**src/rtl/spybuffer_ctrl_if.sv**
```systemverilog
// Bundle between the spy buffer controller, the incoming stream, the spy buffer
// and the playback consumer.
interface spybuffer_ctrl_if #(
  parameter int DATA_WIDTH = 65
);
  // Valid/ready: a word moves only in a cycle where both valid and ready are 1;
  // once out_valid rises, out_data stays put until that cycle happens.
  logic [DATA_WIDTH-1:0] in_data;
  logic                  in_valid;
  logic                  out_ready;
  logic                  buf_almost_full;
  logic                  buf_empty;
  logic [DATA_WIDTH-1:0] buf_read_data;
  logic [DATA_WIDTH-1:0] buf_write_data;
  logic                  buf_write_enable;
  logic                  buf_read_enable;
  logic [DATA_WIDTH-1:0] out_data;
  logic                  out_valid;

  modport master (
    input  in_data, in_valid, out_ready, buf_almost_full, buf_empty, buf_read_data,
    output buf_write_data, buf_write_enable, buf_read_enable, out_data, out_valid
  );

  modport slave (
    output in_data, in_valid, out_ready, buf_almost_full, buf_empty, buf_read_data,
    input  buf_write_data, buf_write_enable, buf_read_enable, out_data, out_valid
  );
endinterface

```
**src/rtl/spybuffer_ctrl.sv**
```systemverilog
// Spy buffer controller: records a stream into an external FIFO on arm,
// stops on freeze or overflow, and drains the FIFO to a consumer on playback.
module spybuffer_ctrl #(
  parameter int DATA_WIDTH = 65,
  parameter int CNT_WIDTH  = 16
) (
  input  logic                 clock,
  input  logic                 reset,
  spybuffer_ctrl_if.master     bus,
  input  logic                 arm,
  input  logic                 freeze,
  input  logic                 playback,
  output logic [1:0]           state,
  output logic [CNT_WIDTH-1:0] word_count,
  output logic [CNT_WIDTH-1:0] event_count,
  output logic                 overflow,
  output logic                 done
);
  typedef enum logic [1:0] {
    S_IDLE     = 2'd0,
    S_RECORD   = 2'd1,
    S_FROZEN   = 2'd2,
    S_PLAYBACK = 2'd3
  } state_t;

  state_t                state_q, state_d;
  logic                  accept_word, drop_word, clear_cnt, done_d, rd_en;
  logic                  wr_en_q, rd_pending_q, out_valid_q, overflow_q, done_q;
  logic [DATA_WIDTH-1:0] wr_data_q, out_data_q;
  logic [CNT_WIDTH-1:0]  word_count_q, event_count_q;

  always_ff @(posedge clock) begin
    if (reset) state_q <= S_IDLE;
    else       state_q <= state_d;
  end

  always_comb begin
    state_d     = state_q;
    accept_word = 1'b0;
    drop_word   = 1'b0;
    clear_cnt   = 1'b0;
    done_d      = 1'b0;
    rd_en       = 1'b0;
    case (state_q)
      S_IDLE: begin
        if (arm) begin
          state_d   = S_RECORD;
          clear_cnt = 1'b1;
        end
      end
      S_RECORD: begin
        if (freeze) begin
          state_d = S_FROZEN;
        end else if (bus.in_valid) begin
          if (bus.buf_almost_full) begin
            drop_word = 1'b1;
            state_d   = S_FROZEN;
          end else begin
            accept_word = 1'b1;
          end
        end
      end
      S_FROZEN: begin
        if (arm) begin
          state_d   = S_RECORD;
          clear_cnt = 1'b1;
        end else if (playback) begin
          if (bus.buf_empty) begin
            state_d = S_IDLE;
            done_d  = 1'b1;
          end else begin
            state_d = S_PLAYBACK;
          end
        end
      end
      S_PLAYBACK: begin
        // out_ready=1 means any held word leaves this cycle, so one read at a time suffices.
        rd_en = !reset && !bus.buf_empty && bus.out_ready && !rd_pending_q;
        if (bus.buf_empty && !rd_pending_q && (!out_valid_q || bus.out_ready)) begin
          state_d = S_IDLE;
          done_d  = 1'b1;
        end
      end
      default: state_d = S_IDLE;
    endcase
  end

  always_ff @(posedge clock) begin
    if (reset) begin
      wr_en_q       <= 1'b0;
      wr_data_q     <= '0;
      rd_pending_q  <= 1'b0;
      out_valid_q   <= 1'b0;
      out_data_q    <= '0;
      overflow_q    <= 1'b0;
      done_q        <= 1'b0;
      word_count_q  <= '0;
      event_count_q <= '0;
    end else begin
      wr_en_q      <= accept_word;
      rd_pending_q <= rd_en;
      done_q       <= done_d;
      if (accept_word) wr_data_q <= bus.in_data;
      if (clear_cnt) begin
        word_count_q  <= '0;
        event_count_q <= '0;
        overflow_q    <= 1'b0;
      end else begin
        if (accept_word && (word_count_q != '1))
          word_count_q <= word_count_q + CNT_WIDTH'(1);
        if (accept_word && bus.in_data[DATA_WIDTH-1] && (event_count_q != '1))
          event_count_q <= event_count_q + CNT_WIDTH'(1);
        if (drop_word) overflow_q <= 1'b1;
      end
      // Read data arrives the cycle after the strobe; capture it then.
      if (rd_pending_q) begin
        out_data_q  <= bus.buf_read_data;
        out_valid_q <= 1'b1;
      end else if (out_valid_q && bus.out_ready) begin
        out_valid_q <= 1'b0;
      end
    end
  end

  assign bus.buf_write_enable = wr_en_q;
  assign bus.buf_write_data   = wr_data_q;
  assign bus.buf_read_enable  = rd_en;
  assign bus.out_data         = out_data_q;
  assign bus.out_valid        = out_valid_q;
  assign state                = state_q;
  assign word_count           = word_count_q;
  assign event_count          = event_count_q;
  assign overflow             = overflow_q;
  assign done                 = done_q;
endmodule

```
**src/flat_wrapper.sv**
```systemverilog
// flat-port wrapper written by rule: the top's interface ports become plain ports
module spybuffer_ctrl_flat 
#(
  parameter int DATA_WIDTH = 65,
  parameter int CNT_WIDTH  = 16
)
  (clock, reset, arm, freeze, playback, state, word_count, event_count, overflow, done, bus_in_data, bus_in_valid, bus_out_ready, bus_buf_almost_full, bus_buf_empty, bus_buf_read_data, bus_buf_write_data, bus_buf_write_enable, bus_buf_read_enable, bus_out_data, bus_out_valid);
  spybuffer_ctrl_if #(.DATA_WIDTH(DATA_WIDTH)) bus_i ();
  input  logic clock;
  input  logic reset;
  input  logic arm;
  input  logic freeze;
  input  logic playback;
  output logic [1:0] state;
  output logic [CNT_WIDTH-1:0] word_count;
  output logic [CNT_WIDTH-1:0] event_count;
  output logic overflow;
  output logic done;
  input wire logic [$bits(bus_i.in_data)-1:0] bus_in_data;
  input wire logic [$bits(bus_i.in_valid)-1:0] bus_in_valid;
  input wire logic [$bits(bus_i.out_ready)-1:0] bus_out_ready;
  input wire logic [$bits(bus_i.buf_almost_full)-1:0] bus_buf_almost_full;
  input wire logic [$bits(bus_i.buf_empty)-1:0] bus_buf_empty;
  input wire logic [$bits(bus_i.buf_read_data)-1:0] bus_buf_read_data;
  output wire logic [$bits(bus_i.buf_write_data)-1:0] bus_buf_write_data;
  output wire logic [$bits(bus_i.buf_write_enable)-1:0] bus_buf_write_enable;
  output wire logic [$bits(bus_i.buf_read_enable)-1:0] bus_buf_read_enable;
  output wire logic [$bits(bus_i.out_data)-1:0] bus_out_data;
  output wire logic [$bits(bus_i.out_valid)-1:0] bus_out_valid;
  assign bus_i.in_data = bus_in_data;
  assign bus_i.in_valid = bus_in_valid;
  assign bus_i.out_ready = bus_out_ready;
  assign bus_i.buf_almost_full = bus_buf_almost_full;
  assign bus_i.buf_empty = bus_buf_empty;
  assign bus_i.buf_read_data = bus_buf_read_data;
  assign bus_buf_write_data = bus_i.buf_write_data;
  assign bus_buf_write_enable = bus_i.buf_write_enable;
  assign bus_buf_read_enable = bus_i.buf_read_enable;
  assign bus_out_data = bus_i.out_data;
  assign bus_out_valid = bus_i.out_valid;
  spybuffer_ctrl #(.DATA_WIDTH(DATA_WIDTH), .CNT_WIDTH(CNT_WIDTH)) u_core (.clock(clock), .reset(reset), .bus(bus_i), .arm(arm), .freeze(freeze), .playback(playback), .state(state), .word_count(word_count), .event_count(event_count), .overflow(overflow), .done(done));
endmodule
```
**config.mk**
```make
export PLATFORM = sky130hd
export DESIGN_NAME = spybuffer_ctrl_flat
export DESIGN_NICKNAME = d
export VERILOG_FILES = /design/src/rtl/spybuffer_ctrl_if.sv /design/src/rtl/spybuffer_ctrl.sv /design/src/flat_wrapper.sv
export SDC_FILE = /design/constraint.sdc
export NUM_CORES = 1
export LEC_CHECK = 0
export BUFFER_PORTS_ARGS = -buffer_cell sky130_fd_sc_hd__buf_4
export CAP_MARGIN = 20
export CORE_MARGIN = 1.5
export CORE_UTILIZATION = 42
export DETAILED_ROUTE_END_ITERATION = 8
export GPL_TIMING_DRIVEN = 0
export PLACE_DENSITY = 0.84
export SLEW_MARGIN = 20
export SYNTH_ARGS = -nofsm -noshare
export SYNTH_HDL_FRONTEND = slang
export SYNTH_SLANG_ARGS = --single-unit
```
**constraint.sdc**
```tcl
create_clock -name clock -period 1.85 [get_ports clock]
set_clock_uncertainty 0.1 [all_clocks]
set_input_delay 0 -clock clock [delete_from_list [all_inputs] [get_ports clock]]
set_output_delay 0 -clock clock [all_outputs]
set_load 0.03 [all_outputs]
```
* Word level (Yosys, flattened, before mapping)
Index checks and enable logic that the tools add are counted.
** Storage, ports and cells
- Register bits :: 169
- Latch bits :: 0
- Bits in writable memories :: 0
- Memory bits (read-only) :: 0
- Input bits :: 139
- Word-level logic and storage cells :: 68
- Memories :: 0
** Cells by class
- Add/subtract/negate cells :: 2
- Multiply operators :: 0
- Divide/modulo/power cells :: 0
- $lt $le $gt $ge :: 0
- Eq/ne operators :: 10
- Shift-type cells :: 0
- Mux-type cells :: 27
- Bitwise operators :: 0
- Reductions and logical operators :: 19
** Operators with widths (count)
- adder 16 x 1 -> 16 bit, second input constant :: 2
- inequality test 16 bit, second input constant :: 2
- 2-to-1 mux 1 bit :: 17
- 2-to-1 mux 2 bit :: 8
- logical AND 1 bit :: 9
- inequality test 3 bit, second input constant :: 3
- case mux 2 bit (4 select lines) :: 1
- AND reduction 5 bit :: 1
- == test 2 bit, second input constant :: 2
- zero test 1 bit :: 4
- OR reduction 2 bit :: 2
- == test 2 x 1 -> 1 bit, second input constant :: 1
- zero test 2 bit :: 1
- inequality test 2 x 1 -> 1 bit, second input constant :: 1
- inequality test 2 bit, second input constant :: 1
- case mux 1 bit (2 select lines) :: 1
- nonzero test 2 bit :: 1
- logical OR 1 bit :: 1

* Logic depth before layout (Yosys ltp)
Gate-level depths: netlist of run 1.
- Depth after elaboration :: 6
- Depth in mapped cells :: 7

* Worst setup path after synthesis of run 1
Ideal clock, no wire load.
- Path kind :: register to register
- Start :: reg u_core.event_count_q[2] (netlist: u_core.event_count[2])
- End :: reg u_core.event_count_q[15] (netlist: u_core.event_count[15])
- Setup time :: 0.070 ns
- Arrival :: 2.053 ns
- Path slack :: -0.374 ns
- Stages on the path, launching flop included :: 6
- Buffers on the path :: 1
- Clock period less this slack :: 2.224 ns
- Cell sequence :: dfxtp_1 -> nand4_1 -> or4_1 -> buf_2 -> or4_1 -> a21oi_1
** Between the ends
- Cells in the longest elaborated chain, start to end :: 2
- Elaborated cells between the ends (all ways) :: 3
- Those cells by class :: add/sub (1); eq/ne (1); reduce/logical (1)
** RTL lines
- start: declaration :: RTL line spybuffer_ctrl.sv:30 : logic [CNT_WIDTH-1:0] word_count_q, event_count_q;
- start signal: assignment :: RTL line spybuffer_ctrl.sv:112 : event_count_q <= event_count_q + CNT_WIDTH'(1);
- branches (longest 2 deep; another with adder 16 x 1 -> 16 bit)
Several ways; the timed one is not identified.
A chain may end at the register's enable or synchronous reset.

* Worst setup path in the final report of run 1
- Start :: reg u_core.event_count_q[5] (netlist: u_core.event_count[5])
- End :: reg u_core.event_count_q[13] (netlist: u_core.event_count[13])
The elaborated chain is that of the path after synthesis.

==> results.md, run 1 <==
* Outcome: complete, but fails checks
* Failing checks: hold timing, setup timing
* Hold Crit Class: input port to register
* Clk Latency, worst-skew pair at 0.42 ns
* GPL Wtd Cong at 0.817
* Setup-failing EPs final at 10
* Worst path bufs/invs at 1
* WL/cell at 19.5 um
* Clk pwr share at 0.449
* Clk root buf: clkbuf_16
* Total GRT Usage at 0.330
* Area after DPL at 9110 um2
* Total wire length at 27700 um
* TritonCTS Buffers at 17
* DIE HEIGHT at 127 um
* Antenna Nets Post-Route at 0
* Internal at 0.00625 W
* Final Max Tran Viols at 0
* Leak Pwr at 4.73 nW
* Max frequency at 0.514 GHz
* #FFs+latches synth at 169
* Antenna violations before repair at 1
* Worst ir drop on vdd at 0.692 mV
* H-tree depth at 4
* Syn_nets at 872
* Syn_area_per_cell at 8.81 um2
* Largest area contributor in the netlist: dfxtp_1
* CP max FO at 6
* MaxCap Viol Count at 0
* Syn. warnings at 0
* CP endpoint kind: register
* Share of post-route cells with drive strength above 1 at 0.372
* Most numerous cell in the Yosys netlist: dfxtp_1
* Core region area at 15100 um2
* Setup CP Type: register to register
* Logic pwr share at 0.106
* Post-synthesis sequential area ratio at 0.525
* Final Hold Fails at 1
* Final hold slack at -0.00495 ns
* DIE AREA at 16100 um2
* Grt total ovfl at 0
* Period minus WS final at 1.94 ns
* Via/cell ratio at 5.56
* CTS max path bufs at 2
* Post-synthesis instance total at 731
* Mapped Area at 6440 um2
* Slew HR at 0.489
* Sequential share of power at 0.445
* First-pass GRT wire length at 41800 um
* CTS tree: done
* Port Buffers at 306
* Post-route cell area at 11600 um2
* CP max stage cell: or4_4
* Psw at 0.00201 W
* Die Wd at 127 um
* Synth area leaders: dfxtp_1 53%, mux2i_1 11%, nand2_1 8.5%
* Vias in the first global route at 8130
* Async SR Flop Fraction at 0
* Count of flip-flops with a built-in enable after synthesis at 0
* Initial DRT Pass Iterations at 5
* Sw Share at 0.244
* Crit path required time at 2.10 ns
* P per Cell Area at 712 nW/um2
* Max stage delay on crit path at 0.52 ns
* Cells along the critical path: nand4_1, buf_6, or4_4, or4_1, a21oi_1
* R2r setup slk at -0.09 ns
* Share of the synthesized area in the top cell type at 0.525
* Final worst slack at -0.0948 ns
* CTS Sinks at 169
* Nets@finish at 1363
* Starting Density at 0.427
* Crit path DAT at 2.19 ns
* Reg clk slew, reported paths at 0.07 ns
* Via total after detailed routing at 7914
* Post-synth cell types at 39
* IO Pins at 308
* Rows at 45
* Largest net degree at the start of global routing at 17
* Top FF cell, synth: dfxtp_1
* Detailed router's first-iteration violation count at 598
* CP startpoint kind: register
* DP HPWL at 15000 um
* RSZ-0062 raised after global routing: yes
* DR DRC count at 0
* Worst slew pin tran at 0.766 ns
* Period utilisation layout at 1.05
* Area Growth Syn to Fin at 80.0%
* Most instantiated cells after synthesis: 169 x dfxtp_1, 146 x nand2_1, 94 x a21oi_1
* CP delay by family, top: simple AND/OR/NAND/NOR gates
==> power by group through the flow <==
stage / sequential (W) / clock [W] / combinational, W
after floorplan: 0.00382 / 0 / 0.000155
after CTS: 0.00367 / 0.00373 / 0.000818
final: 0.00368 / 0.00371 / 0.000872
after global placement: 0.00376 / 0 / 0.000549
after detailed placement: 0.00376 / 0 / 0.000557
after global routing: 0.00368 / 0.00388 / 0.000912
==> through the flow <==
step	cells	total power [W]	setup TNS, ns	worst slack (ns)	utilization
after floorplan	731	0.00398	-1.25	-0.173	-
after global placement	1225	0.00431	-25.47	-0.423	0.604
after detailed placement	1225	0.00432	-29.00	-0.418	0.604
after CTS	1417	0.00822	-0.240	-0.0733	0.755
after global routing	1424	0.00847	-0.980	-0.132	0.769
final	1424	0.00826	-0.356	-0.0948	0.769
==> logic make-up (layout without fill, tap and decap cells) <==
family | Yosys count | after routing | share of synthesized area
muxes | 68 | 68 | 0.106
adders and majority gates | 2 | 2 | 0.00388
other | 0 | 1 | 0
DFF | 169 | 169 | 0.525
AOI/OAI and AO/OA | 131 | 131 | 0.114
buffers and inverters | 55 | 558 | 0.0324
and+or+nand+nor | 306 | 307 | 0.219
==> worst reg2reg max path, stage by stage, from the launching register on <==
cell,delay (ns)
dfxtp_4,0.36
nand4_1,0.12
buf_6,0.16
or4_4,0.52
or4_1,0.46
a21oi_1,0.15
==> layout by cell type (no fill, tap or decap), types with 6 or more instances in the layout <==
cell type	instances
dlygate4sd3_1	140
nor2_1	71
clkbuf_1	15
or3_1	7
clkbuf_2	13
dfxtp_4	14
mux2i_1	68
nand3_1	9
nand4_1	13
or4_1	9
buf_4	333
o31ai_1	11
clkbuf_16	18
a21oi_2	7
or4_4	7
inv_1	8
dfxtp_1	143
a21oi_1	87
o21ai_0	10
dfxtp_2	12
clkbuf_4	6
nand2_1	145
==> final cells by class <==
cell class | count | area (um2)
Timing Repair Buffer | 474 | 3910
Fill cell | 915 | 3490
Sequential cell | 169 | 3450
Multi-Input combinational cell | 508 | 3120
Clock buffer | 18 | 450
Buffer | 44 | 241
Tap cell | 188 | 235
Clock inverter | 14 | 155
Inverter | 8 | 30.0
Antenna cell | 1 | 2.50
==> per-layer routing <==
layer	global-route usage	up-vias	wire [um]
met3	0.0877	136	1880
met2	0.584	458	14100
met1	0.354	3785	10100
li1	-	3535	-
met4	0.195	0	1680
met5	0	-	0
==> registers in the layout (all words and copies together) (netlist names), 2 cells and up <==
register / cells
u_core.event_count: 16
u_core.state: 2
u_core.bus.buf_write_data: 65
u_core.word_count: 16
u_core.bus.out_data: 65
==> repair_timing <==
action,4_1_cts,5_1_grt
resized for setup,45,43
hold buffers,140,0
gates cloned,1,1
buffers inserted,22,5
pin swaps,11,7
setup endpoints to repair,118,78
hold endpoints to repair,141,0
==> final timing paths <==
kind,cells after the start,startpoint,endpoint
worst max-delay path,5,u_core.event_count[5],u_core.event_count[13]
worst max register to register,5,u_core.event_count[5],u_core.event_count[13]
worst min register to register,2,u_core.bus.buf_write_data[32],u_core.bus.buf_write_data[32]
worst min-delay path,4,reset,u_core.word_count[6]
No activity file was read; power rests on OpenSTA's default activity.
==> run 2: changes to the inputs <==
CORE_UTILIZATION = 45   (was 42)
PLACE_DENSITY = 0.85   (was 0.84)
clock period = 2 ns   (was 1.85 ns; I/O delays follow)
==> run 2 against run 1 <==
Effect of this change: the flow finishes with violations (setup timing); sequential share of layout area rose by 0.58 points; first-iteration DRC count rose by 22%; via count rose by 0.86%; count of clock-buffer cells in the layout rose by 5; largest cell class unchanged; flip-flop and latch count did not move; maximum frequency fell by 7.3%.
==> results.md, run 2 (synthesis gave the netlist of run 1 again) <==
* DR DRC count at 0
* Most frequent cells in the layout: 330 x buf_4, 148 x dfxtp_1, 145 x nand2_1
* Period utilisation layout at 1.05
* Final Max Tran Viols at 0
* CTS Sinks at 169
* Clk root buf: clkbuf_16
* CTS tree: done
* Via/cell ratio at 5.68
* Detailed router's first-iteration violation count at 729
* Largest net degree at the start of global routing at 17
* Cells along the critical path: nand4_1, buf_4, nor4_4, buf_2, o21ai_0, a21oi_1
* Area after DPL at 9040 um2
* Starting Density at 0.462
* Final worst slack at -0.0980 ns
* Core region area at 13900 um2
* Final Power at 0.00755 W
* Setup CP Type: register to register
* Vias in the first global route at 8079
* Crit path required time at 2.24 ns
* TritonCTS Buffers at 17
* Die Wd at 123 um
* Worst ir drop on vdd at 0.540 mV
* Period minus WS final at 2.10 ns
* IO Pins at 308
* Share of post-route cells with drive strength above 1 at 0.343
* Post-route cell area at 11300 um2
* GPL Wtd Cong at 0.848
* Finished Core Util at 0.811
* Crit path DAT at 2.34 ns
* Grt total ovfl at 0
* Via total after detailed routing at 7982
* CP max FO at 10
* WL/cell at 20.7 um
* Antenna violations before repair at 2
* DIE AREA at 15000 um2
* Total GRT Usage at 0.370
* Port Buffers at 306
* Setup-failing EPs final at 4
* Area Growth Syn to Fin at 75.5%
* Nets@finish at 1354
* Max frequency at 0.477 GHz
* Outcome: complete, but fails checks
* Fillers at 763
* Final Hold Fails at 0
* CP startpoint kind: register
* Worst slew pin tran at 0.910 ns
* Antenna Nets Post-Route at 0
* RSZ-0062 raised after global routing: yes
* Slew HR at 0.393
* DIE HEIGHT at 123 um
* DP HPWL at 15200 um
* Max stage delay on crit path at 0.40 ns
* Leak Pwr at 4.61 nW
* CTS max path bufs at 2
* Clk Latency, worst-skew pair at 0.42 ns
* First-pass GRT wire length at 42700 um
* CP max stage cell: dfxtp_2
* Reg clk slew, reported paths at 0.06 ns
* Hold Crit Class: input port to register
* P per Cell Area at 668 nW/um2
* Total wire length at 29200 um
* H-tree depth at 4
* MaxCap Viol Count at 0
* CP endpoint kind: register
* Initial DRT Pass Iterations at 5
* Commonest non-fill, non-tap cell in the layout: buf_4
* Failing checks: setup timing
* Rows at 43
[run 2: cell types whose count changed in the layout (fill, tap and decap cells not counted), sizes merged]
cell,delta
dlygate4sd3,-2
buf,-3
diode,+2
inv,-7
clkinv,-1
clkbuf,+1
[run 2: metrics by stage]
step	worst slack [ns]	hold slack [ns]	setup TNS (ns)	cells
2_1_floorplan	-0.0232	0.0360	-0.0874	731
3_3_place_gp	-0.293	0.132	-14.02	1217
3_5_place_dp	-0.307	0.141	-16.13	1217
4_1_cts	0.000388	0.00706	0	1393
5_1_grt	-0.126	0.00482	-0.474	1405
6_report	-0.0980	0.0210	-0.177	1406
[run 2: cell type report]
type                    count  area (um2)  share of cell area
clock inverters             6        91.3             0.00808
multi-input cells         508        2990               0.265
plain buffers              43         198              0.0175
flip-flops and latches    169        3430               0.303
diodes                      3        7.51            0.000664
inverters                   8        30.0             0.00266
well taps                 180         225              0.0199
clock buffers              23         488              0.0432
repair buffers            466        3840               0.340
[run 2: final timing paths]
kind	from	end	slack, ns	cells past startpoint
max	u_core.event_count[9]	u_core.event_count[0]	-0.1	6
min	bus_in_valid	u_core.event_count[10]	0.02	4
max reg2reg	u_core.event_count[9]	u_core.event_count[0]	-0.1	6
min reg2reg	u_core.bus.buf_write_data[11]	u_core.bus.buf_write_data[11]	0.36	2
[run 2: power by group]
group	switching (W)	total [W]	internal [W]
sequential	0.0000254	0.00341	0.00339
clock	0.00137	0.00333	0.00196
combinational	0.000356	0.000801	0.000446
total	0.00176	0.00755	0.00579
[run 2: what timing repair did]
action	CTS	global route
setup endpoints to repair	101	69
gates resized for setup	21	36
buffers inserted	11	11
pin swaps	6	8
hold buffers	138	0
hold endpoints to repair	141	0
gates cloned	1	0
[run 2: metal layers]
metal	global-route usage	vias to the layer above	wire, um
li1	-	3506	-
met1	0.399	3797	10200
met2	0.648	529	14700
met3	0.0957	150	2470
met4	0.222	0	1800
met5	0	-	0
[run 2: worst max-delay path, delay by kind of cell (launching register included)]
family          cells  cell delay (ns)
compound gates      2             0.37
flops               1             0.40
simple gates        2             0.59
buf+inv             2             0.55
==> run 3: changes to the inputs <==
BUFFER_PORTS_ARGS = default   (was -buffer_cell sky130_fd_sc_hd__buf_4)
DONT_BUFFER_PORTS = 1   (was default)
PLACE_DENSITY = 0.67   (was 0.85)
==> run 3 against run 2 <==
Effect of this change: power decreased by 5.1%; utilization decreased by 15 points; sequential power increased by 2%; routed wire length decreased by 23%; die area unchanged; the flow still finishes with violations (setup timing); count of clock-buffer cells in the layout decreased by 3; flip-flop and latch count unchanged; register-to-register slack about the same; sequential share of layout area increased by 7.3 points; maximum frequency increased by 0.54%; critical path type unchanged; cell count decreased by 22%.
==> results.md, run 3 (synthesis gave the netlist of run 1 again) <==
* Reg area at 3450 um2
* Crit path required time at 2.25 ns
* Crit path DAT at 2.33 ns
* Final hold slack at 0.0727 ns
* M2 GR Usage at 0.485
* Dpl cells at 911
* Final worst slack at -0.0867 ns
* Worst slew pin tran at 0.747 ns
* Cells along the critical path: nand4_1, buf_4, or4_4, or2_2, a21oi_1
* Total wire length at 22300 um
* Leak Pwr at 3.07 nW
* Final Max Tran Viols at 0
* CP max stage cell: or4_4
* Period minus WS final at 2.09 ns
* Multi-input gate area in the final layout at 3130 um2
* Most frequent cells in the layout: 144 x nand2_1, 139 x dlygate4sd3_1, 137 x dfxtp_1
* Outcome: complete, but fails checks
* MaxCap Viol Count at 0
* Pre-CTS setup slack at -0.408 ns
* Nets@finish at 1049
* Cell Count, Final, Fillers Out at 1101
* H-tree depth at 4
* Antenna violations before repair at 0
* Period utilisation layout at 1.04
* Initial DRT Pass Iterations at 5
* IO Pins at 308
* Failing checks: setup timing
* Fillers at 1030
* R2R depth at 5
* Largest net degree at the start of global routing at 17
* Final Hold Fails at 0
* Vias in the first global route at 6342
* Hold EP: u_core.event_count[14]
* Share of post-route cells with drive strength above 1 at 0.151
* Hold Crit Start: reset
* TritonCTS Buffers at 17
* Reg clk slew, reported paths at 0.07 ns
* P per Cell Area at 780 nW/um2
* Setup CP Type: register to register
* Grt peak-use layer: met2
* CP endpoint kind: register
* Hold Crit Class: input port to register
* Clk root buf: clkbuf_16
* WL/cell at 20.3 um
* Grt total ovfl at 0
* Worst Hold Depth at 3
* Core region area at 13900 um2
* CTS max path bufs at 2
* CP max FO at 6
* Slew HR at 0.502
* Total GRT Usage at 0.281
* Via/cell ratio at 5.83
* CTS tree: done
* Reg2Reg Launch Point: u_core.event_count[3]
* DP HPWL at 13600 um
* DR DRC count at 0
* Grt met1 use at 0.303
* R2r setup slk at -0.09 ns
* CP startpoint kind: register
* Commonest non-fill, non-tap cell in the layout: nand2_1
* # diodes at 0
* Antenna Nets Post-Route at 0
* Detailed router's first-iteration violation count at 487
* GPL Wtd Cong at 0.851
* Port Buffers at 0
* Clk Latency, worst-skew pair at 0.43 ns
* Max stage delay on crit path at 0.51 ns
* Starting Density at 0.462
* Rows at 43
* First-pass GRT wire length at 32600 um
* DIE AREA at 15000 um2
* Area Growth Syn to Fin at 42.5%
* Max frequency at 0.479 GHz
* Routing usage on met3 at 0.0999
* CTS Sinks at 169
* DIE HEIGHT at 123 um
* RSZ-0062 raised after global routing: yes
* R2r endpoint: u_core.event_count[7]
* Via total after detailed routing at 6414
* Setup-failing EPs final at 15
* Die Wd at 123 um
* Worst ir drop on vdd at 0.497 mV
run 3: worst max path at each step:
| stage | startpoint | endpoint | slack (ns) | cells past startpoint |
|---|---|---|---|---|
| floorplan | u_core.state[1] | u_core.event_count[9] | -0.02 | 6 |
| global placement | u_core.word_count[4] | u_core.word_count[13] | -0.35 | 5 |
| detailed placement | u_core.rd_pending_q | u_core.bus.out_data[13] | -0.41 | 5 |
| CTS | u_core.event_count[2] | u_core.event_count[15] | -0.06 | 4 |
| global route | u_core.event_count[1] | u_core.event_count[12] | -0.11 | 5 |
| finish | u_core.event_count[3] | u_core.event_count[7] | -0.09 | 5 |
run 3: final cells by class:
| type | count | area share |
|---|---|---|
| multi-input cells | 508 | 0.340 |
| flip-flops and latches | 169 | 0.376 |
| inverters | 8 | 0.00327 |
| plain buffers | 44 | 0.0240 |
| clock buffers | 20 | 0.0499 |
| clock inverters | 12 | 0.0123 |
| repair buffers | 160 | 0.170 |
| well taps | 180 | 0.0245 |
run 3: layer usage:
layer	share of wire	vias to the layer above
li1	-	2910
met1	0.36	3092
met2	0.52	344
met3	0.084	68
met4	0.037	0
met5	0	-
run 3: repair_timing:
item | CTS | global route
cloned | 0 | 2
pin swaps | 17 | 16
buffers inserted | 11 | 10
resized for setup | 52 | 56
endpoints found under the setup margin | 118 | 57
endpoints found under the hold margin | 161 | 0
hold buffers | 139 | 0
run 3: where the power goes:
group / switching [W] / internal [W] / total, W
clock: 0.00142 / 0.00180 / 0.00322
combinational: 0.000213 / 0.000254 / 0.000468
sequential: 0.0000907 / 0.00338 / 0.00347
run 3: worst max-delay path: cells and delay by family, from the launching register on:
| family | cells | cell delay [ns] |
|---|---|---|
| compound gates | 1 | 0.13 |
| buf+inv | 1 | 0.24 |
| simple gates | 3 | 1.09 |
| flops | 1 | 0.43 |
run 3: metrics by stage:
stage	util	power (W)	setup TNS [ns]	instance area, um2
2_1_floorplan	-	0.00368	-0.0874	6520
3_3_place_gp	0.484	0.00374	-18.30	6740
3_5_place_dp	0.484	0.00374	-24.97	6740
4_1_cts	0.640	0.00714	-0.308	8920
5_1_grt	0.659	0.00737	-1.54	9180
6_report	0.659	0.00716	-0.645	9180
